==> src/rtl/dds_sweep_gen.sv <==
// dds_sweep_gen: swept-frequency DDS with four waveforms, phase offset and amplitude scaling.
// Define DDS_PHASE_DITHER_EN to add LFSR phase dithering below the address slice.
module dds_sweep_gen #(
  parameter int PHASE_W = 32,
  parameter int ADDR_W  = 12,
  parameter int DATA_W  = 8,
  parameter int ROM_LAT = 1
) (
  input  logic               clk_dds,
  input  logic               rst,
  input  logic               dds_en,
  input  logic               cfg_load,
  input  logic [PHASE_W-1:0] cfg_fstart,
  input  logic [PHASE_W-1:0] cfg_fstop,
  input  logic [PHASE_W-1:0] cfg_fstep,
  input  logic [15:0]        cfg_dwell,
  input  logic [1:0]         cfg_mode,
  input  logic [1:0]         cfg_wave,
  input  logic [ADDR_W-1:0]  cfg_pword,
  input  logic [7:0]         cfg_amp,
  output logic [ADDR_W-1:0]  rom_addr,
  input  logic [DATA_W-1:0]  rom_data,
  output logic [DATA_W-1:0]  dds_out,
  output logic               dds_valid,
  output logic               sweep_done,
  output logic               busy
);
  localparam int PROD_W = DATA_W + 9;
  typedef enum logic [2:0] {IDLE, FIXED, UP, DOWN, HOLD} state_t;
  state_t state, state_nx, eff, start;
  logic [PHASE_W-1:0] fstart, fstop, fstep, f_cur, f_nx, acc, phase;
  logic [PHASE_W:0]   sum, diff;
  logic [15:0]        dwell, cnt, cnt_nx;
  logic [1:0]         mode, wave;
  logic [ADDR_W-1:0]  pword, addr;
  logic [7:0]         amp;
  logic               tick, done_nx;
  logic [DATA_W-1:0]  a_hi, tri_v, synth, sample;
  logic [DATA_W-1:0]  wpipe [ROM_LAT+1];
  logic [ROM_LAT+1:0] en_d;
  logic [PROD_W-1:0]  prod;
  assign sum  = {1'b0, f_cur} + {1'b0, fstep};
  assign diff = {1'b0, f_cur} - {1'b0, fstep};
  assign tick = cnt == dwell;
  assign start = (mode == 2'b00 || fstart >= fstop || fstep == '0) ? FIXED : UP;
  // the first enabled cycle out of IDLE already behaves as the target state
  assign eff = state == IDLE ? start : state;
  assign busy = !(state == IDLE || state == HOLD);
  always_ff @(posedge clk_dds) begin
    if (rst) state <= IDLE;
    else state <= state_nx;
  end
  always_comb begin
    state_nx = eff;
    f_nx = f_cur;
    cnt_nx = '0;
    done_nx = 1'b0;
    if (cfg_load) begin
      state_nx = IDLE;
      f_nx = cfg_fstart;
    end else if (!dds_en) begin
      state_nx = IDLE;
      f_nx = fstart;
    end else if (eff == UP || eff == DOWN) begin
      cnt_nx = tick ? '0 : cnt + 16'd1;
      if (tick) begin
        if (eff == DOWN) begin
          if (diff[PHASE_W] || diff[PHASE_W-1:0] <= fstart) begin
            f_nx = fstart;
            state_nx = UP;
          end else f_nx = diff[PHASE_W-1:0];
        end else if (mode == 2'b10 && f_cur == fstop) f_nx = fstart;
        else if (sum >= {1'b0, fstop}) begin
          f_nx = fstop;
          state_nx = mode == 2'b11 ? DOWN : mode == 2'b01 ? HOLD : UP;
          done_nx = mode != 2'b11;
        end else f_nx = sum[PHASE_W-1:0];
      end
    end
  end
  always_ff @(posedge clk_dds) begin
    if (rst) begin
      {fstart, fstop, fstep, dwell, mode, wave, pword, amp} <= '0;
      f_cur <= '0;
      acc <= '0;
      cnt <= '0;
      sweep_done <= 1'b0;
    end else begin
      f_cur <= f_nx;
      cnt <= cnt_nx;
      sweep_done <= done_nx;
      acc <= (cfg_load || !dds_en) ? '0 : acc + f_cur;
      if (cfg_load)
        {fstart, fstop, fstep, dwell, mode, wave, pword, amp} <=
          {cfg_fstart, cfg_fstop, cfg_fstep, cfg_dwell, cfg_mode, cfg_wave, cfg_pword, cfg_amp};
    end
  end
`ifdef DDS_PHASE_DITHER_EN
  logic [15:0] lfsr;
  always_ff @(posedge clk_dds) begin
    if (rst) lfsr <= 16'hACE1;
    else if (dds_en) lfsr <= {lfsr[14:0], lfsr[15] ^ lfsr[13] ^ lfsr[12] ^ lfsr[10]};
  end
  assign phase = acc + (PHASE_W'(lfsr) << (PHASE_W - ADDR_W - 16));
`else
  assign phase = acc;
`endif
  assign addr  = phase[PHASE_W-1 -: ADDR_W] + pword;
  assign a_hi  = addr[ADDR_W-1 -: DATA_W];
  assign tri_v = {a_hi[DATA_W-2:0], 1'b0};
  assign synth = wave == 2'b01 ? (addr[ADDR_W-1] ? '0 : '1) :
                 wave == 2'b10 ? (addr[ADDR_W-1] ? ~tri_v : tri_v) : a_hi;
  // synthetic waves ride a shift register so every type matches the ROM latency
  assign sample = wave == 2'b00 ? rom_data : wpipe[ROM_LAT];
  assign prod = PROD_W'(sample) * PROD_W'({1'b0, amp} + 9'd1);
  assign dds_valid = en_d[ROM_LAT+1];
  always_ff @(posedge clk_dds) begin
    if (rst) begin
      rom_addr <= '0;
      en_d <= '0;
      dds_out <= '0;
      for (int i = 0; i <= ROM_LAT; i++) wpipe[i] <= '0;
    end else begin
      rom_addr <= addr;
      en_d <= {en_d[ROM_LAT:0], dds_en};
      wpipe[0] <= synth;
      for (int i = 1; i <= ROM_LAT; i++) wpipe[i] <= wpipe[i-1];
      dds_out <= en_d[ROM_LAT] ? DATA_W'(prod >> 8) : '0;
    end
  end
endmodule

==> config.mk <==
export PLATFORM = sky130hd
export DESIGN_NAME = dds_sweep_gen
export DESIGN_NICKNAME = d
export VERILOG_FILES = /design/src/rtl/dds_sweep_gen.sv
export SDC_FILE = /design/constraint.sdc
export NUM_CORES = 1
export LEC_CHECK = 0
export ABC_AREA = 1
export BUFFER_PORTS_ARGS = -buffer_cell sky130_fd_sc_hd__buf_4
export CAP_MARGIN = 20
export CORE_MARGIN = 5
export CORE_UTILIZATION = 60
export CTS_CLUSTER_SIZE = 12
export DETAILED_ROUTE_END_ITERATION = 10
export GPL_TIMING_DRIVEN = 1
export PLACE_DENSITY_LB_ADDON = 0.1
export SLEW_MARGIN = 10
export SYNTH_ARGS = -nofsm -noshare
export SYNTH_HDL_FRONTEND = slang
export SYNTH_SLANG_ARGS = --single-unit
export TNS_END_PERCENT = 30
==> constraint.sdc <==
create_clock -name clk_dds -period 13.7 [get_ports clk_dds]
set_input_delay 2.74 -clock clk_dds [delete_from_list [all_inputs] [get_ports clk_dds]]
set_output_delay 2.74 -clock clk_dds [all_outputs]
set_load 0.03 [all_outputs]
Word-level counts from Yosys, hierarchy flattened
Memories as Yosys holds them, arrays and structs flattened.
Index checks and enable logic that the tools add are counted.
{ "op_classes": {"n_addsub": 6, "multipliers": 1, "magnitude_cmp": 3, "n_eq_ne": 13, "mux": 28, "bitwise_logic": 8, "reduce_logical": 19} }
{ "ops": {"columns": ["operator", "n"], "rows": [
  ["32-bit 2-to-1 mux", 8],
  ["8-bit 2-to-1 mux", 7],
  ["32-bit by 32-bit adder with 33-bit output", 1],
  ["33-bit by 32-bit >= comparator with 1-bit output", 1],
  ["32-bit by 32-bit subtractor with 33-bit output", 1],
  ["32-bit adder", 1],
  ["32-bit equality test", 1],
  ["32-bit >= comparator", 1],
  ["32-bit <= comparator", 1],
  ["32-bit zero test", 1],
  ["3-bit 2-to-1 mux", 9],
  ["16-bit by 1-bit adder with 16-bit output (second input constant)", 1],
  ["16-bit equality test", 1],
  ["8-bit by 9-bit multiplier with 16-bit output", 1],
  ["12-bit adder", 1],
  ["8-bit by 1-bit adder with 9-bit output (second input constant)", 1],
  ["8-bit NOT", 1],
  ["8-bit OR reduction", 1],
  ["2-bit equality test (second input constant)", 3],
  ["3-bit by 2-bit equality test with 1-bit output (second input constant)", 2],
  ["1-bit logical OR", 6],
  ["3-bit by 1-bit inequality test with 1-bit output (second input constant)", 2],
  ["1-bit NOT", 5],
  ["5-bit OR reduction", 1],
  ["13 further kinds", 20]
]} }
{ "word_totals": {"ff_bits": 243, "mem_bits_rw": 16, "in_bits": 148, "output_inout_bits": 23, "word_cells": 95, "memories": 1} }
{ "mem_list": {"columns": ["memory", "depth", "width", "rd", "rd_ports_with_merged_regs", "write_ports", "line", "rtl"], "rows": [
  ["wpipe", 2, 8, 2, 0, 2, "39", "logic [DATA_W-1:0] wpipe [ROM_LAT+1];"]
]} }

Logic depth before layout (Yosys ltp)
{ "logic_depth": {"ltp_word": 11, "mapped_depth": 36, "ltp_nobuf": 35} }

Worst setup path before layout
OpenSTA, ideal clock, no wires.
{ "synth_path": {"path_kind": "input to register", "start": "in rom_data[7]", "end": "reg dds_out[6]", "setup_ps": 115, "t_arrival_ps": 6933, "required_ps": 13585, "setup_slack_ps": 6652, "stages": 24, "n_path_buf": 0, "path_cell_list": "nand2_1 > o21ai_1 > inv_1 > or2_2 > fa_1 > fa_1 > inv_1 > fa_1 > fa_1 > ha_1 > nand2_1 > nor2_1 > a211oi_1 > o21ai_2 > nand2_1 > nand2_1 > nand2_1 > nand2_1 > nand2_1 > nand2_1 > nand2_1 > nand2_1 > xor2_1 > and2_1"} }
{ "synth_via": {"elab_chain_cells": 2} }
{ "synth_lines": {"columns": ["item", "line", "rtl"], "rows": [
  ["start, declared", "22", "input logic [DATA_W-1:0] rom_data,"],
  ["8-bit 2-to-1 mux", "114", "assign sample = wave == 2'b00 ? rom_data : wpipe[ROM_LAT];"],
  ["8-bit by 9-bit multiplier with 16-bit output", "115", "assign prod = PROD_W'(sample) * PROD_W'({1'b0, amp} + 9'd1);"],
  ["end signal, assigned", "128", "dds_out <= en_d[ROM_LAT] ? DATA_W'(prod >> 8) : '0;"],
  ["end, declared", "23", "output logic [DATA_W-1:0] dds_out,"]
]} }
Every way passes these cells.
A chain may end at the register's enable or synchronous reset.

Final worst setup path
Same ends and word-level chain as after synthesis.

==> impl_metrics.json <==
{
  "outcome": "completed",
  "rrSetupSlack_ns": 7.70,
  "drive_gt1_share_pct": 9.89,
  "post_cts_buffers": 0,
  "synth_nets": 3737,
  "critPathTopFamily": "adder cells",
  "n_antenna_cell": 0,
  "ctsResizeCount": 0,
  "dieArea_um2": 40700,
  "highest_layer": "met4",
  "ys_async_sr_fraction_pct": 0,
  "synth_cells": 3309,
  "fin_worst_skew_ns": 0.0430,
  "synth.top_cell.area_share_pct": 23.5,
  "cp.arrival_ns": 7.42,
  "grt.total_usage_pct": 36.1,
  "routed_via_density": 5.99,
  "synth_most_common_cell": "nand2_1",
  "start_util_pct": 60.6,
  "synth_top_flop_cell": "dfxtp_1",
  "synth_area_um2": 22100,
  "hold_class": "reg2reg",
  "drt-met1-wl_mm": 31.5,
  "timing_worst_setup_path_type": "in2reg",
  "via_count": 23300,
  "final_nets": 3841,
  "p_seq_share_pct": 31.1,
  "placedCellCount": 3848,
  "synth-seq-area-share_pct": 23.5,
  "clock_latency_ns": 0.61,
  "synthToLayoutAreaGrowth_pct": 11.2,
  "clock-root-buffer": "clkbuf_16",
  "max_cap_violations": 0,
  "drc_errors": 0,
  "grt_pass1_wl_mm": 120,
  "leakage_nw": 12.0,
  "drt_first_iter_violations": 2544,
  "r2r_cells": 24,
  "postSynthAreaPerCell_um2": 6.67,
  "clkSlewWorstSetupHoldPaths_ns": 0.05,
  "reg2reg_from": "f_cur[2]",
  "cts_sinks": 259,
  "p_int_mw": 1.65,
  "gp_congestion": 1.08,
  "period_share_pct": 50.8,
  "wl_met3_mm": 7.73,
  "routed_wl_mm": 77.3,
  "ys_types": 64,
  "cts_tree": "yes",
  "whs_endpoint": "en_d[1]",
  "p_sw_share_pct": 40.5,
  "numPortBuffers": 170,
  "cts_buffers": 30,
  "holdPathStages": 2,
  "overflow": 0,
  "fin_tns_setup_ns": 0,
  "fp.dieH_um": 202,
  "post-route-min-period_ns": 6.95,
  "crit_buf_inv": 3,
  "p_switching_mw": 1.12,
  "end_kind": "register",
  "die_w_um": 202,
  "yosys_register_bits": 259,
  "dp_slack_ns": 6.20,
  "grt_max_degree": 122,
  "critPathLaunchType": "primary input",
  "setup_ws_ns": 6.75,
  "drtAntennaViolNets": 0,
  "num_rows": 70,
  "synthTopCellsByCount": "nand2_1, inv_1, nor2_1",
  "cp_max_fo": 8,
  "antenna_found_initial": 3,
  "worst_pin_slew_ns": 0.975,
  "power_frac_comb_pct": 39.6,
  "yosys.area.top_type": "dfxtp_1",
  "cpPeakStageDelay_ns": 0.54,
  "cp_common_cell": "nand2_1",
  "dpl.hpwl_mm": 60.4,
  "worstHoldStart": "en_d[0]",
  "max_freq_mhz": 144,
  "hold_violations": 0,
  "p_per_area_nw_per_um2": 113,
  "h-tree-depth": 1,
  "drv_slew": 0,
  "grt_pass1_vias": 22300,
  "clockPowerShare_pct": 29.4,
  "top_level_ports": 171,
  "finalPower_mw": 2.77,
  "ys_warn_count": 0,
  "rsz0062_at_grt": "no",
  "setup_viol": 0,
  "irDropWorstVdd_v": 0.0000959,
  "drt-pass1-iter-count": 6,
  "cts_buffer_depth": 3,
  "coreArea_um2": 36400,
  "fin_cells": 3897,
  "synth_edf_count": 0,
  "slew_headroom_pct": 34.4,
  "wl_met2_mm": 33.8,
  "synth_area_leaders": "dfxtp_1, ha_1, nand2_1",
  "hold_buffers": 0,
  "wire_per_inst_um": 19.8,
  "worstReg2RegEnd": "f_cur[19]",
  "cpMaxStageDelayCell": "fa_1",
  "required_ns": 14.16
}
==> power by group through the flow <==
| stage | registers [mW] | clock network, mW | logic, mW |
|---|---|---|---|
| after floorplan | 0.851 | 0 | 0.750 |
| after global placement | 0.872 | 0 | 1.03 |
| after detailed placement | 0.874 | 0 | 1.06 |
| after CTS | 0.858 | 0.819 | 1.07 |
| after global routing | 0.863 | 0.854 | 1.21 |
| final | 0.861 | 0.814 | 1.10 |
==> layout by cell type, fill, tap and decap left out, drive strengths merged, types with 12 or more instances in the layout <==
cell type / n
nand2: 665
inv: 485
a21oi: 358
nor2: 336
dfxtp: 259
o21ai: 251
ha: 236
buf: 184
nand3: 167
nand4: 73
xor2: 65
nor3: 49
fa: 44
a21boi: 37
clkbuf: 37
or2: 35
xnor2: 23
a21o: 19
nor4: 17
o21bai: 14
a31oi: 12
o21a: 12
==> kinds of logic (layout without fill, tap and decap cells) <==
kind of cell / after synthesis / in the layout / share of synthesized area [%]
simple gates: 1352 / 1352 / 26.4
compound gates: 731 / 731 / 18.5
buf+inv: 599 / 719 / 10.7
fa+ha+maj: 280 / 280 / 17.4
flops: 259 / 259 / 23.5
xor+xnor: 88 / 88 / 3.49
==> stage by stage <==
| stage | cell area, um^2 | hold slack (ns) | utilization (%) |
|---|---|---|---|
| after global routing | 24600 | 0.425 | 67.4 |
| after CTS | 24500 | 0.408 | 67.3 |
| after global placement | 23500 | 0.395 | 64.6 |
| after floorplan | 22100 | 0.388 | - |
| final | 24600 | 0.410 | 67.4 |
| after detailed placement | 23500 | 0.400 | 64.6 |
==> how the worst max path moves through the flow <==
stage,start,to,slack (ns),cells past startpoint
2_1_floorplan,rom_data[7],dds_out[6],6.65,24
3_3_place_gp,rom_data[7],dds_out[6],6.33,25
3_5_place_dp,rom_data[7],dds_out[6],6.20,25
4_1_cts,rom_data[7],dds_out[6],6.79,25
5_1_grt,rom_data[7],dds_out[6],6.45,25
6_report,rom_data[7],dds_out[6],6.75,25
==> state kept, by name, indices dropped and copies added, names as in the netlist, 3 cells and up <==
register  cells
fstop        32
cnt          16
acc          32
amp           8
f_cur        32
en_d          3
wpipe        16
dds_out       8
pword        12
dwell        16
fstep        32
state         3
fstart       32
rom_addr     12
==> metal layers <==
metal,global-route usage (%),vias to the layer above
met5,0,-
met4,16.2,0
met3,6.80,276
met2,57.8,1249
met1,47.6,10800
li1,-,11000
==> worst reg2reg max path: stages (launching register included) <==
cell and delay (ns):
dfxtp_1 0.57, ha_1 0.41, a21oi_1 0.18, nand2_1 0.11, a21oi_1 0.48, o21ai_0 0.43
nand2_1 0.15, nand2_1 0.15, nand3_1 0.13, nand3b_1 0.08, nand2_1 0.14, inv_1 0.07
ha_1 0.29, nand2_1 0.07, nor2_1 0.18, nand2_1 0.08, nor4_1 0.65, nand4_1 0.32
nand3_1 0.21, nand2_1 0.12, inv_2 0.53, nand2_1 0.14, nand4_1 0.18, nand2_1 0.09
a21oi_2 0.12
==> area by class of cell <==
class	count	area, um^2
tap	468	586
inverter	487	1840
sequential	259	5180
clock inverter	11	165
clock buffer	37	827
multi-input combinational	2451	14500
fill	3362	11900
timing repair buffer	184	1410
Note: power is estimated with default switching activity, not from simulation.
